`src/rtl/fifo_rd_ctrl.sv`:
```
`default_nettype none
// ============================================================================
// Module      : fifo_rd_ctrl
// Description : Read-domain controller of an asynchronous FIFO. Converts the
//               synchronized Gray write pointer to binary, fetches words from
//               a synchronous-read memory into a 2-entry first-word-fall-
//               through output buffer, and reports read-side occupancy.
// Revision    : 1.0 - initial release
// ============================================================================
module fifo_rd_ctrl #(
  parameter int ADDRSIZE      = 3,
  parameter int DATASIZE      = 8,
  parameter int AEMPTY_THRESH = 1
) (
  input  logic                rclk,
  input  logic                rrst_n,
  input  logic [ADDRSIZE:0]   rq2_wptr,
  output logic [ADDRSIZE-1:0] raddr,
  output logic                mem_ren,
  input  logic [DATASIZE-1:0] mem_rdata,
  output logic [ADDRSIZE:0]   rptr_gray,
  output logic                rd_valid,
  input  logic                rd_ready,
  output logic [DATASIZE-1:0] rd_data,
  output logic                rempty,
  output logic                raempty,
  output logic [ADDRSIZE:0]   rlevel
);

  localparam logic [ADDRSIZE:0] AEMPTY_LVL = (ADDRSIZE+1)'(AEMPTY_THRESH);

  // Registered state
  logic [ADDRSIZE:0]   rptr_bin_q,  rptr_bin_d;
  logic [ADDRSIZE:0]   rptr_gray_q, rptr_gray_d;
  logic                inflight_q,  inflight_d;
  logic [1:0]          occ_q,       occ_d;
  logic [DATASIZE-1:0] buf0_q,      buf0_d;   // head entry
  logic [DATASIZE-1:0] buf1_q,      buf1_d;   // second entry

  // Combinational helpers
  logic [ADDRSIZE:0]   wbin;
  logic [ADDRSIZE:0]   avail;
  logic [2:0]          need;
  logic                pop;
  logic                fetch;

  // Gray-to-binary of the synchronized write pointer: each binary bit is the
  // XOR of all Gray bits at or above its position.
  always_comb begin
    wbin = '0;
    for (int i = 0; i <= ADDRSIZE; i++) begin
      wbin[i] = ^(rq2_wptr >> i);
    end
  end

  // Fetch decision: fetch while memory holds unfetched words and the buffer
  // plus the word in flight will not exceed two entries after this cycle's pop.
  always_comb begin
    avail = wbin - rptr_bin_q;
    pop   = (occ_q != 2'd0) & rd_ready;
    need  = {1'b0, occ_q} + {2'b00, inflight_q} - {2'b00, pop};
    fetch = (avail != '0) && (need < 3'd2);
  end

  // Next-state: read pointer advance and output buffer push/pop.
  always_comb begin
    rptr_bin_d  = rptr_bin_q;
    rptr_gray_d = rptr_gray_q;
    inflight_d  = fetch;
    occ_d       = occ_q;
    buf0_d      = buf0_q;
    buf1_d      = buf1_q;

    if (fetch) begin
      rptr_bin_d  = rptr_bin_q + 1'b1;
      rptr_gray_d = rptr_bin_d ^ (rptr_bin_d >> 1);
    end

    case ({inflight_q, pop})
      2'b10: begin
        // Push only: fill the first free slot.
        if (occ_q == 2'd0) buf0_d = mem_rdata;
        else               buf1_d = mem_rdata;
        occ_d = occ_q + 2'd1;
      end
      2'b01: begin
        // Pop only: second entry (if any) moves to the head.
        buf0_d = buf1_q;
        occ_d  = occ_q - 2'd1;
      end
      2'b11: begin
        // Push and pop together: occupancy unchanged. With a single entry
        // the incoming word becomes the head directly.
        if (occ_q == 2'd2) begin
          buf0_d = buf1_q;
          buf1_d = mem_rdata;
        end else begin
          buf0_d = mem_rdata;
        end
      end
      default: ;
    endcase
  end

  // State registers with asynchronous active-low reset.
  always_ff @(posedge rclk or negedge rrst_n) begin
    if (!rrst_n) begin
      rptr_bin_q  <= '0;
      rptr_gray_q <= '0;
      inflight_q  <= 1'b0;
      occ_q       <= 2'd0;
      buf0_q      <= '0;
      buf1_q      <= '0;
    end else begin
      rptr_bin_q  <= rptr_bin_d;
      rptr_gray_q <= rptr_gray_d;
      inflight_q  <= inflight_d;
      occ_q       <= occ_d;
      buf0_q      <= buf0_d;
      buf1_q      <= buf1_d;
    end
  end

  // Outputs
  assign raddr     = rptr_bin_q[ADDRSIZE-1:0];
  assign mem_ren   = fetch;
  assign rptr_gray = rptr_gray_q;
  assign rd_valid  = (occ_q != 2'd0);
  assign rd_data   = buf0_q;
  assign rempty    = (occ_q == 2'd0);
  assign rlevel    = avail + (ADDRSIZE+1)'(occ_q) + (ADDRSIZE+1)'(inflight_q);
  assign raempty   = (rlevel <= AEMPTY_LVL);

endmodule
`default_nettype wire
```
`config.mk`:
```
export PLATFORM = sky130hd
export DESIGN_NAME = fifo_rd_ctrl
export DESIGN_NICKNAME = d
export VERILOG_FILES = /design/src/rtl/fifo_rd_ctrl.sv
export SDC_FILE = /design/constraint.sdc
export NUM_CORES = 1
export LEC_CHECK = 0
export ABC_AREA = 1
export BUFFER_PORTS_ARGS = -buffer_cell sky130_fd_sc_hd__buf_2
export CORE_MARGIN = 2
export CORE_UTILIZATION = 48
export DETAILED_ROUTE_END_ITERATION = 12
export PLACE_DENSITY_LB_ADDON = 0.08
export RECOVER_POWER = 50
export SYNTH_ARGS = -nofsm -noshare
export SYNTH_HDL_FRONTEND = slang
export SYNTH_SLANG_ARGS = --single-unit
```
`constraint.sdc`:
```
create_clock -name rclk -period 3.2 [get_ports rclk]
set_clock_uncertainty 0.1 [all_clocks]
set_input_delay 0.64 -clock rclk [delete_from_list [all_inputs] [get_ports rclk]]
set_output_delay 0.64 -clock rclk [all_outputs]
set_load 0.01 [all_outputs]
```
== Word-level counts from Yosys, hierarchy flattened ==
Index checks and enable logic that the tools add are counted.

* Add/sub/neg operators: 8
* Magnitude comparators: 2
* Equal/unequal tests: 7
* Muxes and demuxes: 7
* Bitwise gates (word level): 2
* Reductions and logical operators: 13

{| class="wikitable"
|+ Operators by type and width
! cell !! number
|-
| 2-to-1 mux 8 bit || 4
|-
| case mux 8 bit (3 select lines) || 1
|-
| case mux 8 bit (2 select lines) || 1
|-
| parity 4 bit || 4
|-
| equality test 2 bit (second input constant) || 3
|-
| inequality test 2 bit (second input constant) || 3
|-
| nonzero test 2 bit || 3
|-
| adder 4 x 1 -> 4 bit || 1
|-
| adder 4 x 1 -> 4 bit (second input constant) || 1
|-
| adder 4 x 2 -> 4 bit || 1
|-
| less-or-equal comparator 4 x 1 -> 1 bit (second input constant) || 1
|-
| case mux 2 bit (2 select lines) || 1
|-
| nonzero test 4 bit || 1
|-
| subtractor 4 bit || 1
|-
| bitwise XOR 4 x 3 -> 4 bit || 1
|-
| adder 2 x 1 -> 3 bit || 1
|-
| less-than comparator 3 x 2 -> 1 bit (second input constant) || 1
|-
| AND reduction 3 bit || 1
|-
| nonzero test 3 bit || 1
|-
| subtractor 3 x 1 -> 3 bit || 1
|-
| adder 2 x 1 -> 2 bit (second input constant) || 1
|-
| equality test 2 x 1 -> 1 bit (second input constant) || 1
|-
| zero test 2 bit || 1
|-
| AND reduction 2 bit || 1
|-
| other kinds (3) || 3
|}

* Register bits: 27
* Bits of input ports: 15

== Depth between registers and ports, before layout ==
* Word-level depth: 5
* Gate-level depth with buffers: 13
* Mapped depth without buffers: 13

== Worst setup path before layout ==
OpenSTA, ideal clock, no wires.

* Path kind: input to output
* Start: input rq2_wptr[3]
* End: output raempty
* Arrival: 2,864 ps
* Required time: 2,460 ps
* Path slack: -404 ps
* Stages on the path: 13
* Cell sequence: xor2_1 > xor2_1 > xor2_1 > ha_1 > fa_1 > inv_1 > ha_1 > a21oi_1 > a21oi_1 > inv_1 > nand2_1 > nand2_1 > nor2_1

* Cells in the longest elaborated chain, start to end: 5
* Elaborated cells between the ends (all ways): 8

{| class="wikitable"
|+ Ends and longest elaborated chain
! item !! line !! text
|-
| start, declared || 17 || <nowiki>input logic [ADDRSIZE:0] rq2_wptr,</nowiki>
|-
| parity 4 bit || 52 || <nowiki>wbin[i] = ^(rq2_wptr >> i);</nowiki>
|-
| subtractor 4 bit (*) || 59 || <nowiki>avail = wbin - rptr_bin_q;</nowiki>
|-
| adder 4 x 2 -> 4 bit (*) || 131 || <nowiki>assign rlevel = avail + (ADDRSIZE+1)'(occ_q) + (ADDRSIZE+1)'(inflight_q);</nowiki>
|-
| adder 4 x 1 -> 4 bit (*) || 131 ||
|-
| named net rlevel[3] || 27 || <nowiki>output logic [ADDRSIZE:0] rlevel</nowiki>
|-
| less-or-equal comparator 4 x 1 -> 1 bit (*) || 132 || <nowiki>assign raempty = (rlevel <= AEMPTY_LVL);</nowiki>
|-
| end, declared || 26 || <nowiki>output logic raempty,</nowiki>
|}

Mark *: on every way through the listed nets, which the timed path passes. The rest lies on a longest branch.

== Worst setup path in the final report ==
* Start: input rq2_wptr[3]
* End: output raempty

* Cells in the longest elaborated chain, start to end: 5
* Elaborated cells between the ends (all ways): 8

{| class="wikitable"
|+ Ends and longest elaborated chain
! item !! line
|-
| parity 4 bit || 52
|-
| subtractor 4 bit (*) || 59
|-
| adder 4 x 2 -> 4 bit (*) || 131
|-
| adder 4 x 1 -> 4 bit (*) || 131
|-
| less-or-equal comparator 4 x 1 -> 1 bit (*) || 132
|}

Every way passes the cells marked *; elsewhere a longest branch is shown, timed or not.

==> run summary <==
The run finished, with violations left. The final reports fail on setup timing. The first detailed-routing pass took 4 iterations. The area of the mapped netlist came out at approximately 1600 um^2.

The die area is about 3900 um^2. The startpoint identified for the worst hold timing path is rptr_gray[1]. Across the VDD grid, the largest voltage drop is around 0.00072 V. The number of stages on the worst setup path came out at 11. The instance count of the mapped netlist came out at 198.

The hold-critical path depth is 2. The cell sitting at the root of the clock tree is a clkbuf_4. The layout has 297 filler cells. After synthesis, the netlist uses 24 different library cells.

The synthesized design spends more area on one cell type than any other, namely dfrtp_1. The clock passes through at most 2 buffers. The share of synthesized flip-flops with an asynchronous set or reset is 1.00. Each instance of the synthesized netlist takes up on average 8.21 um^2. The number of cells in the design after placement is between 200 and 300. The final global-route overflow total came out at 0. The final weighted congestion of routability-driven global placement came out at about 0.74. In this run, the number of DRC markers left after iteration 0 of detailed routing was 57. Setup violations remaining at the end of the flow were counted as 5.

Walking the worst path, the cells encountered are buf_8, xor2_4, xor2_2, xor2_1, ha_2, fa_1, buf_4, fa_2, nand2_2, nor2_4, buf_6. The post-route worst setup slack is -0.441 ns. The via density per instance is 4.65. The starting density of the core came out at 0.495. By instance count, the leading cell after synthesis is nand2_1. The share of cells above drive strength 1 is 0.328. The max-capacitance violation count is 0. The number of antenna violations at the first check in global routing came to 0.

The slew of the pin with the lowest slew margin came out at about 1.4 ns. OpenSTA, run right after detailed placement, puts the worst setup slack at -0.505 ns. The via count of the routed design came out at roughly 1400. The core area came out at about 3300 um^2. The kind of cell with the highest combined delay on the critical path is adder cells. The sink count of the clock tree came out at 26. The H-tree depth reported by CTS came out at 1. The clock latency on the worst-skew pair came out at between 0.3 and 0.4 ns.

In the synthesized netlist the dominant register cell turns out to be dfrtp_1. The number of nets in the layout came out at 285. The highest-delay cell along the critical path is fa_2. The first global-routing pass estimated about 5.8 mm of wire. The max-slew violation count came out at 0.

Of the available clock period, the critical path in the final layout requires 1.14. The minimum clock period is about 3.6 ns. In this run, CTS created clock tree buffers numbering 3. Entering global routing, the biggest net connects 27 pins. The number of routed nets with antenna violations came out at 0. The number of global-route vias before repair came out at between 1000 and 1500. The critical path is of the input pin to output pin type. The total power divided by cell area is around 1300 nW/um^2. Of the post-synthesis cell area, the dominant cell type holds 0.400. The placement-stage cell area is 1990 um^2. For this run, the register share of the synthesized area comes to 0.400. The net count after synthesis is roughly 230. The number of top-level pins came out at 38. The buffers plus inverters on the worst setup path came out at 3. Overall power consumption after layout is estimated at between 2 and 3 mW.

The worst hold path belongs to the class flip-flop to flip-flop. The height of the chip came out at between 60 and 70 um. The worst setup path is launched from an input pin. After detailed routing, the total wire length is roughly 3.3 mm. The die is 62.2 um wide. The number of enable flip-flop cells after synthesis is 0. At the worst endpoint, the required time is roughly 2.5 ns. Dividing the detail-routed wire length by the instance count gives about 11 um.

The worst setup path is captured at an output pin. TritonCTS built the clock tree. The leakage power summed over all cells came out at 1.10 nW. The most critical setup path has its startpoint at rq2_wptr[3].

In the global route stage, overall resource usage came out at 0.183. Setup repair after global routing could not meet its margin everywhere. In this run the worst path has a maximum fanout of 2.

The number of endpoints with negative hold slack in the final report is 0. The number of input and output port buffers inserted is 37. The clock slew seen by the registers of the worst setup and hold paths is about 0.14 ns.

The stage delay of the slowest cell on the critical path came out at roughly 0.55 ns. The worst slew margin relative to its limit is 0.0559. The floorplan has 21 rows. The half-perimeter wire length of the detailed placement result is around 2.4 mm.

The data arrival at the endpoint of the critical path is between 2 and 3 ns. The number of diodes came out at 0. The synthesis-to-finish area growth is 33.6%. For this run, design rule violations remaining after detail routing come to 0.

Yosys attributes the largest share of cell area to dfrtp_1 40%, nand2_1 13%, inv_1 7.4%, ha_1 6.9%, fa_1 4.9%. The length in cells of the worst reg-to-reg path came out at 14. In this run, synthesis produced a sequential element count of 26. Yosys printed 0 warnings. Sorting the synthesized cells by how often they occur yields 56 x nand2_1, 32 x inv_1, 26 x dfrtp_1, 13 x nand3_1, 10 x nor2_1.

The number of standard cells in the layout, taps in and fillers out is slightly above 300. The top achievable clock speed came out at 0.275 GHz. The start of the worst register-to-register path is occ_q[0]. The final cell area excluding filler cells came out at roughly 2200 um^2. The hold buffer count at CTS is 0.
[cell families (layout without fill, tap and decap cells)]
group	after synthesis	after routing	synth area share
buf+inv	36	94	0.0939
flops	26	26	0.400
fa+ha+maj	13	13	0.119
compound gates	26	26	0.105
simple gates	87	87	0.229
xor+xnor	10	10	0.0539
[final cells by class]
cell class                 instances  area, um^2  area share
clock buffer                       3        22.5      0.0104
clock inverter                     1        30.0      0.0138
inverter                          33         126      0.0582
multi-input combinational        136         911       0.419
sequential                        26         653       0.301
tap                               46        57.6      0.0265
timing repair buffer              57         372       0.171
[timing repair]
action | in CTS | in global routing
resized for setup | 12 | 10
pin swaps | 12 | 11
buffers inserted | 6 | 2
endpoints found under the setup margin | 5 | 5
[worst min-delay path: stages, from the launching register on]
cell and delay, ns:
dfrtp_1 0.37, nand2_1 0.05, nand2_1 0.05
[power by group]
group	total, mW	switching, mW	leakage [nW]	internal [mW]
Clock	0.229	0.102	0.0279	0.127
Sequential	0.594	0.0985	0.311	0.496
Combinational	2.02	1.05	0.763	0.977
[sequential cells by signal (all words and copies together) (netlist names)]
signal	flops
inflight_q	1
rd_data	8
rptr_bin_q	4
buf1_q	8
rptr_gray	3
occ_q	2
[placed cells by master (no fill, tap or decap), types with 2 or more instances in the layout]
cell,count
nand2_1,53
inv_1,28
dfrtp_1,24
buf_2,21
buf_4,20
nand3_1,12
nor2_1,9
clkbuf_1,9
a31oi_1,8
ha_1,7
buf_6,6
nand2_2,5
o21ai_1,5
o21ai_0,5
inv_2,4
a21oi_2,4
xnor2_1,4
xor2_1,3
clkbuf_4,3
xor2_2,2
nand2_4,2
a21oi_1,2
nand3_2,2
fa_1,2
fa_2,2
dfrtp_2,2
[worst paths after layout]
path                            slack (ns)       endpoint
worst min-delay path                  0.39   rptr_gray[1]
worst min register to register        0.39   rptr_gray[1]
min in group asynchronous             0.51       occ_q[1]
worst max register to register        0.45  rptr_bin_q[2]
max in group asynchronous             1.58       occ_q[0]
worst max-delay path                 -0.44        raempty
[routing by layer]
| metal | wire, um | share of wire | GRT usage |
|---|---|---|---|
| met5 | 0 | 0 | 0 |
| met4 | 19 | 0.0058 | 0.0500 |
| met3 | 113 | 0.034 | 0.0290 |
| met2 | 1590 | 0.48 | 0.315 |
| met1 | 1560 | 0.48 | 0.242 |
[stage by stage]
step	util	hold WS (ns)	setup TNS, ns
after global placement	0.605	0.356	-1.88
after CTS	0.650	0.201	-1.83
after detailed placement	0.605	0.358	-2.05
final	0.661	0.394	-1.72
after global routing	0.661	0.418	-2.32
after floorplan	-	0.244	-0.517
No activity file was read; power rests on OpenSTA's default activity.
